$ cat config.mk
export PLATFORM = sky130hd
export DESIGN_NAME = bus_tx_fifo
export DESIGN_NICKNAME = d
export VERILOG_FILES = /design/src/rtl/bus_pkg.sv /design/src/rtl/bus_fifo_mem.sv /design/src/rtl/bus_tx_fifo.sv
export SDC_FILE = /design/constraint.sdc
export NUM_CORES = 1
export LEC_CHECK = 0
export BUFFER_PORTS_ARGS = -buffer_cell sky130_fd_sc_hd__buf_2
export CAP_MARGIN = 40
export CORE_AREA = 2 2 147 221
export CTS_BUF_LIST = sky130_fd_sc_hd__clkbuf_4 sky130_fd_sc_hd__clkbuf_8
export CTS_CLUSTER_SIZE = 14
export DETAILED_ROUTE_END_ITERATION = 8
export DIE_AREA = 0 0 149 223
export PLACE_DENSITY = 0.75
export SLEW_MARGIN = 20
export SYNTH_ARGS = -nofsm -noshare
export SYNTH_HDL_FRONTEND = slang
export SYNTH_SLANG_ARGS = --single-unit
$ cat constraint.sdc
create_clock -name clk -period 3.3 [get_ports clk]
set_input_delay 0.33 -clock clk [delete_from_list [all_inputs] [get_ports clk]]
set_output_delay 0.33 -clock clk [all_outputs]
set_load 0.1 [all_outputs]
$ cat src/rtl/bus_pkg.sv
// Shared bus packet definitions: destination/payload layout and the broadcast id.
// Used by the FIFO, agent, checker and scoreboard.
package bus_pkg;

  localparam int unsigned PckgSz   = 20;
  localparam int unsigned DestW    = 8;
  localparam int unsigned DestMsb  = PckgSz - 1;
  localparam int unsigned DestLsb  = PckgSz - DestW;
  localparam int unsigned PayloadW = PckgSz - DestW;

  localparam logic [DestW-1:0] BcastId = 8'hFF;

  typedef struct packed {
    logic [DestW-1:0]    dest;
    logic [PayloadW-1:0] payload;
  } pkt_t;

  function automatic logic is_bcast(input pkt_t p);
    return p.dest == BcastId;
  endfunction

endpackage

$ cat src/rtl/bus_fifo_mem.sv
// Register-array storage for the transmit FIFO: one synchronous write port and
// one asynchronous read port.
module bus_fifo_mem #(
  parameter int unsigned width = 20,
  parameter int unsigned depth = 16,
  parameter int unsigned aw    = (depth > 1) ? $clog2(depth) : 1
) (
  input  logic             clk,
  input  logic             we,
  input  logic [aw-1:0]    waddr,
  input  logic [width-1:0] wdata,
  input  logic [aw-1:0]    raddr,
  output logic [width-1:0] rdata
);

  logic [width-1:0] mem [depth];

  always_ff @(posedge clk) begin
    if (we) mem[waddr] <= wdata;
  end

  assign rdata = mem[raddr];

endmodule

$ cat src/rtl/bus_tx_fifo.sv
// Per-device first-word-fall-through transmit queue feeding the bus arbiter.
// Tracks occupancy and reports dropped pushes and pops seen while empty.
module bus_tx_fifo
  import bus_pkg::*;
#(
  parameter int unsigned pckg_sz  = PckgSz,
  parameter int unsigned depth    = 16,
  parameter int unsigned cnt_w    = 16,
  parameter int unsigned aful_lvl = depth - 2
) (
  input  logic                       clk,
  input  logic                       reset,
  input  logic                       wr_en,
  input  logic [pckg_sz-1:0]         wr_data,
  output logic                       full,
  output logic                       almost_full,
  output logic [$clog2(depth+1)-1:0] count,
  input  logic                       pop,
  output logic [pckg_sz-1:0]         D_pop,
  output logic                       pndng,
  output logic [cnt_w-1:0]           ovf_cnt,
  input  logic                       pop_unused_guard = 1'b0,
  output logic                       udf_err
);

  localparam int unsigned ptr_w = $clog2(depth);
  localparam int unsigned cw    = $clog2(depth + 1);

  localparam logic [ptr_w-1:0] last_ptr = ptr_w'(depth - 1);
  localparam logic [cw-1:0]    depth_c  = cw'(depth);
  localparam logic [cw-1:0]    aful_c   = cw'(aful_lvl);
  localparam logic [cnt_w-1:0] ovf_max  = '1;

  logic [ptr_w-1:0]   rd_ptr_q, wr_ptr_q;
  logic [cw-1:0]      count_q;
  logic [cnt_w-1:0]   ovf_cnt_q;
  logic               udf_err_q;
  logic               push_ok, pop_ok;
  logic [pckg_sz-1:0] rdata;

  // Explicit wrap so non-power-of-two depths index correctly.
  function automatic logic [ptr_w-1:0] adv(input logic [ptr_w-1:0] p);
    return (p == last_ptr) ? '0 : p + ptr_w'(1);
  endfunction

  assign pndng       = (count_q != '0);
  assign full        = (count_q == depth_c);
  assign almost_full = (count_q >= aful_c);
  assign count       = count_q;
  assign ovf_cnt     = ovf_cnt_q;
  assign udf_err     = udf_err_q;

  // A pop frees the head slot in the same edge, so a full FIFO can still take a push.
  assign pop_ok  = pop && pndng;
  assign push_ok = wr_en && (!full || pop);

  always_ff @(posedge clk) begin
    if (reset) begin
      rd_ptr_q  <= '0;
      wr_ptr_q  <= '0;
      count_q   <= '0;
      ovf_cnt_q <= '0;
      udf_err_q <= 1'b0;
    end else begin
      if (push_ok) wr_ptr_q <= adv(wr_ptr_q);
      if (pop_ok)  rd_ptr_q <= adv(rd_ptr_q);
      if (push_ok && !pop_ok)      count_q <= count_q + cw'(1);
      else if (pop_ok && !push_ok) count_q <= count_q - cw'(1);
      if (wr_en && full && !pop && (ovf_cnt_q != ovf_max)) ovf_cnt_q <= ovf_cnt_q + cnt_w'(1);
      if (pop && !pndng) udf_err_q <= 1'b1;
    end
  end

  bus_fifo_mem #(
    .width(pckg_sz),
    .depth(depth),
    .aw   (ptr_w)
  ) u_mem (
    .clk  (clk),
    .we   (push_ok && !reset),
    .waddr(wr_ptr_q),
    .wdata(wr_data),
    .raddr(rd_ptr_q),
    .rdata(rdata)
  );

  assign D_pop = pndng ? rdata : '0;

endmodule

# After elaboration in Yosys (flattened, before gate mapping)
# Memories as Yosys holds them, arrays and structs flattened. A register that Yosys moved wholly into a read port is not among the register bits.
# Index checks and enable logic that the tools add are counted.
[classes]
add_sub_neg = 5
n_mul = 0
div_mod_pow = 0
order_cmp = 1
eq_ne = 4
shifts = 0
n_mux = 9
n_bitwise = 0
reduce_logical = 18
[op_table]
columns = ["op", "n"]
rows = [
  ["20-bit two-way mux", 1],
  ["16-bit by 1-bit adder with 16-bit output, second input constant", 1],
  ["4-bit two-way mux", 4],
  ["16-bit != test, second input constant", 1],
  ["5-bit two-way mux", 2],
  ["1-bit logical AND", 9],
  ["4-bit by 1-bit adder with 4-bit output, second input constant", 2],
  ["4-bit == test, second input constant", 2],
  ["1-bit logical NOT", 6],
  ["5-bit by 1-bit adder with 5-bit output, second input constant", 1],
  ["5-bit == test, second input constant", 1],
  ["5-bit by 4-bit >= comparator with 1-bit output, second input constant", 1],
  ["5-bit nonzero test", 1],
  ["5-bit by 1-bit subtractor with 5-bit output, second input constant", 1],
  ["1-bit two-way mux", 2],
  ["2-bit nonzero test", 1],
  ["1-bit logical OR", 1],
]
[word_totals]
reg_bits = 30
latch_bits = 0
mem_bits_rw = 320
romBits = 0
inputBits = 25
out_inout_bits = 45
word_cells = 43
mem_count = 1
[mem_list]
columns = ["name", "depth", "word_bits", "read_ports", "rd_clocked_by_memory_dff", "wr", "line", "rtl"]
rows = [
  ["u_mem.mem", 16, 20, 1, 1, 1, "bus_fifo_mem.sv:16", "logic [width-1:0] mem [depth];"],
]

# Logic depth before layout (Yosys ltp)
[depth]
ltp_word = 8
depth_mapped = 12
mapped_depth_nobuf = 12

# Hierarchy
# Synthesis repeated with hierarchy kept, for this count alone.
[hier_totals]
hier_cells = 720
hier_area_um2 = 13838.3
[modules_own_cells]
columns = ["mod", "n_inst", "cells_per_inst", "area_each_um2", "seq_area_each_um2"]
rows = [
  ["bus_fifo_mem", 1, 513, 12130.4, 9609.2],
  ["bus_tx_fifo", 1, 207, 1707.9, 600.6],
]

# Worst setup path before layout
# OpenSTA, ideal clock, no wires.
[synth_timing]
kind = "flip-flop to flip-flop"
from = "reg count_q[0], in the netlist count[0]"
to = "mem u_mem.mem[7][0], enable pin"
setup_ps = 448
arrival_time_ps = 4183
required_ps = 2852
setup_slack_ps = -1331
stages_incl_launch_ff = 5
synth_period_minus_slack_ps = 4631
path_cell_list = "dfxtp_1 -> nor4_4 -> and2_1 -> a21o_4 -> nor4_1"
[synth_via]
elab_chain_len = 7
[synth_rtl]
columns = ["element", "line", "rtl"]
rows = [
  ["from (decl)", "bus_tx_fifo.sv:35", "logic [cw-1:0] count_q;"],
  ["from (signal assigned)", "bus_tx_fifo.sv:67", "if (push_ok && !pop_ok) count_q <= count_q + cw'(1);"],
  ["from (signal assigned)", "bus_tx_fifo.sv:68", "else if (pop_ok && !push_ok) count_q <= count_q - cw'(1);"],
  ["5-bit == test", "bus_tx_fifo.sv:47", "assign full = (count_q == depth_c);"],
  ["net full", "bus_tx_fifo.sv:15", "output logic full,"],
  ["1-bit logical NOT", "bus_tx_fifo.sv:55", "assign push_ok = wr_en && (!full || pop);"],
  ["1-bit logical OR", "bus_tx_fifo.sv:55", ""],
  ["1-bit logical AND", "bus_tx_fifo.sv:55", ""],
  ["1-bit logical AND", "bus_tx_fifo.sv:80", ".we (push_ok && !reset),"],
  ["1-bit two-way mux", "bus_fifo_mem.sv:19", "if (we) mem[waddr] <= wdata;"],
  ["1-bit two-way mux (not written as such)", "bus_fifo_mem.sv:19", ""],
  ["to (decl)", "bus_fifo_mem.sv:16", ""],
]
# The timed path passes the listed nets, and every way through them passes these cells.

# Worst setup path in the final report
[layout_timing]
from = "reg count_q[0], in the netlist count[0]"
to = "out D_pop[17]"
[layout_via]
elab_chain_len = 2
[layout_rtl]
columns = ["element", "line", "rtl"]
rows = [
  ["5-bit nonzero test", "bus_tx_fifo.sv:46", "assign pndng = (count_q != '0);"],
  ["20-bit two-way mux", "bus_tx_fifo.sv:87", "assign D_pop = pndng ? rdata : '0;"],
  ["to (decl)", "bus_tx_fifo.sv:19", "output logic [pckg_sz-1:0] D_pop,"],
]
# No other way between the ends.

==> summary.md <==
| Metric | Value |
|---|---|
| Buffers added on ports | `between 60 and 70` |
| Non-Filler Instances | `between 1000 and 1500` |
| Slew Limit Fails | `0` |
| Internal power consumption | `7670 uW` |
| Crit Reg-Reg Startpoint | `count[0]$_SDFFE_PP0P_` |
| Setup Skew | `39.0 ps` |
| Cell Area, Synth | `13900 um2` |
| CTS resizes | `0` |
| Post-route design area | `16000 um2` |
| # hold bufs at CTS | `0` |
| Avg Inst Size Synth | `a little under 20 um2` |
| R2R depth | `12` |
| WL/cell | `approximately 23 um` |
| Yosys reg bits | `approximately 350` |
| Fin nets | `858` |
| Max Buffers Root-to-Sink | `3` |
| Die X | `149 um` |
| Setup crit end | `D_pop[17]` |
| Setup Crit Path Kind | `reg2out` |
| Synth async-reset ratio | `0` |
| PwrDens | `729 nW/um2` |
| Worst slew pin tran | `613 ps` |
| Post-CTS Setup Bufs | `0` |
| Pin count of the biggest net entering global routing | `34` |
| Hold Fails Final Rpt | `0` |
| CTS tree | `built` |
| Initial antenna violation count | `0` |
| Detailed-route wire length | `28.6 mm` |
| RSZ-0062 raised after global routing | `no` |
| Switching Fraction | `0.344` |
| Syn Inst Count | `704` |
| Setup crit start kind | `flop` |
| Initial DRC Count | `534` |
| WP data required | `just under 3000 ps` |
| Slowest stage delay, CP | `approximately 390 ps` |
| GRT Total Usage | `0.176` |
| R2r setup slk | `approximately 500 ps` |
| Worst-path fanout max | `14` |
| Starting Density | `0.442` |
| Share of post-route cells with drive strength above 1 | `0.347` |
| Post-route minimum period | `3070 ps` |
| Number of synthesized flops with an enable pin | `320` |
| Total number of vias | `7003` |
| Dpl cells | `1179` |
| Post-route ant nets | `0` |
| Clock power frac | `0.274` |
| Min-Delay Path Class | `in2reg` |
| Design Power | `between 10000 and 15000 uW` |
| Clock sink total | `354` |
| Crit Reg-Reg Endpoint | `count[4]$_SDFFE_PP0P_` |
| CTS Root Buffer Type | `clkbuf_8` |
| DRC | `0` |
| Net count after synthesis | `740` |
| Post-DP Area | `15100 um2` |
| RePlAce Congestion | `~0.77` |
| Post-synthesis sequential area ratio | `0.741` |
| Comb pwr share | `0.289` |
| Die Y | `223 um` |
| Period utilisation layout | `0.930` |
| Vias in the first global route | `7464` |
| CP Capture Type | `output pin` |
| First-pass GRT wire length | `43.7 mm` |
| Slew headroom | `0.592` |
| Fmax | `about 330 MHz` |
| Most used cell, CP | `buf_4` |
| Clock buffer count from CTS | `51` |
| Row count | `80` |
| Yosys cell types | `46` |
| Crit path from | `count[0]$_SDFFE_PP0P_` |
| CTS H-Tree Depth | `2` |
| Ports | `70` |
| CP max stage cell | `nand2_1` |
| # setup viols final | `0` |
| DR pass1 iterations | `5` |
| Peak VDD IR | `about 1.0 mV` |
| Total gr overflow | `0` |
| Area grow syn2layout | `15.3%` |
| Leakage power | `0.00514 uW` |
| HPWL Detailed | `16.5 mm` |
| Drt via density | `5.52` |
| Setup_tns | `0 ps` |
| Cell chain of the critical path | `nor4_4 > buf_4 > nand2b_1 > buf_4 > nand2_1 > buf_12 > o22ai_2 > buf_2` |
| Syn. warnings | `0` |
| Worst-Skew Late Latency | `580 ps` |
| Net Switching | `4010 uW` |
| Top_reg_cell synth | `edfxtp_1` |
| Status | `finished, final reports clean` |
| Core ar. | `31400 um2` |
| Sequential power share | `0.437` |
| Final core occ | `0.510` |
| Worst EP arrival | `2740 ps` |
| MaxCap Viol Count | `0` |
| Die area | `approximately 33000 um2` |
| Worst-path clk slew | `60 ps` |
routing by layer:
metal	vias to the layer above	share of wire	global-route usage
met1	3601	0.38	0.217
met3	36	0.069	0.0366
li1	3114	-	-
met2	252	0.53	0.317
met5	-	0	0
met4	0	0.016	0.0421
flip-flops by register name (all words and copies together), names as in the netlist, named ones only:
name	flops
rd_ptr_q	4
udf_err	1
count	5
ovf_cnt	16
wr_ptr_q	4
u_mem.mem	320
worst min-delay path by stage:
stage / start / end / slack [ps] / depth (start not counted)
3_3_place_gp: udf_err$_SDFFE_PP0P_ / udf_err$_SDFFE_PP0P_ / 450 / 2
4_1_cts: pop / flop / 90 / 3
2_1_floorplan: wr_data[0] / u_mem.mem[0][0]$_DFFE_PP_ / 430 / 0
3_5_place_dp: udf_err$_SDFFE_PP0P_ / udf_err$_SDFFE_PP0P_ / 460 / 2
5_1_grt: pop / flop / 100 / 3
6_report: pop / flop / 110 / 3
cell type report:
| type | count | area [um2] |
|---|---|---|
| diodes | 1 | 2.50 |
| well taps | 410 | 513 |
| clock inverters | 20 | 93.8 |
| multi-input cells | 309 | 3610 |
| flip-flops and latches | 354 | 10300 |
| fillers | 2487 | 15400 |
| inverters | 8 | 30.0 |
| clock buffers | 68 | 836 |
| repair buffers | 98 | 628 |
per-stage QoR:
step	hold WS, ps	worst slack (ps)
after floorplan	429	146
after global placement	452	524
after detailed placement	465	500
after CTS	85.4	180
after global routing	100	92.2
final	109	232
critical path, delay by kind of cell, from the launching register on:
family                 cells  cell delay (ps)
AOI/OAI and AO/OA          1              110
DFF                        1              360
and+or+nand+nor            3              760
buffers and inverters      4              930
layout by cell type, fill, tap and decap left out, types with 13 or more instances in the layout:
cell type | Yosys | layout
edfxtp_1 | 320 | 320
mux4_2 | 80 | 80
buf_2 | 12 | 68
clkbuf_8 | 0 | 52
mux2i_1 | 43 | 43
nor2_1 | 32 | 30
dfxtp_1 | 34 | 26
buf_4 | 1 | 25
o22ai_2 | 0 | 20
clkbuf_4 | 0 | 16
nand2_1 | 14 | 14
xnor2_1 | 13 | 13
a21oi_1 | 13 | 13
clkinv_1 | 0 | 13
synth_stat cells (4+ instances only):
cell	number	area share
o21ai_0	5	0.0018
mux4_2	80	0.13
nor2_1	32	0.0086
xnor2_1	13	0.0082
nor3_1	12	0.0043
edfxtp_1	320	0.69
and3_1	8	0.0036
inv_1	7	0.0019
a21oi_1	13	0.0047
nand4_1	5	0.0023
ha_1	10	0.0090
and2_1	7	0.0032
o22ai_1	20	0.0090
nand3_1	10	0.0036
clkbuf_1	16	0.0043
nand2_1	14	0.0038
dfxtp_1	34	0.049
buf_2	12	0.0043
buf_1	4	0.0011
xor2_1	5	0.0032
mux2i_1	43	0.031
power by group through the flow:
| stage | sequential (uW) | clock, uW | combinational, uW |
|---|---|---|---|
| after floorplan | 5300 | 0 | 2610 |
| after global placement | 5200 | 0 | 3380 |
| after detailed placement | 5210 | 0 | 3410 |
| after CTS | 5110 | 3260 | 3410 |
| after global routing | 5130 | 3440 | 3550 |
| final | 5110 | 3200 | 3380 |
logic make-up after synthesis:
logic type / share of synthesized area
simple gates: 0.0429
xor+xnor: 0.0113
compound gates: 0.0214
buf+inv: 0.0124
flops: 0.741
mux: 0.161
fa+ha+maj: 0.0104
No activity file was read; power rests on OpenSTA's default activity.
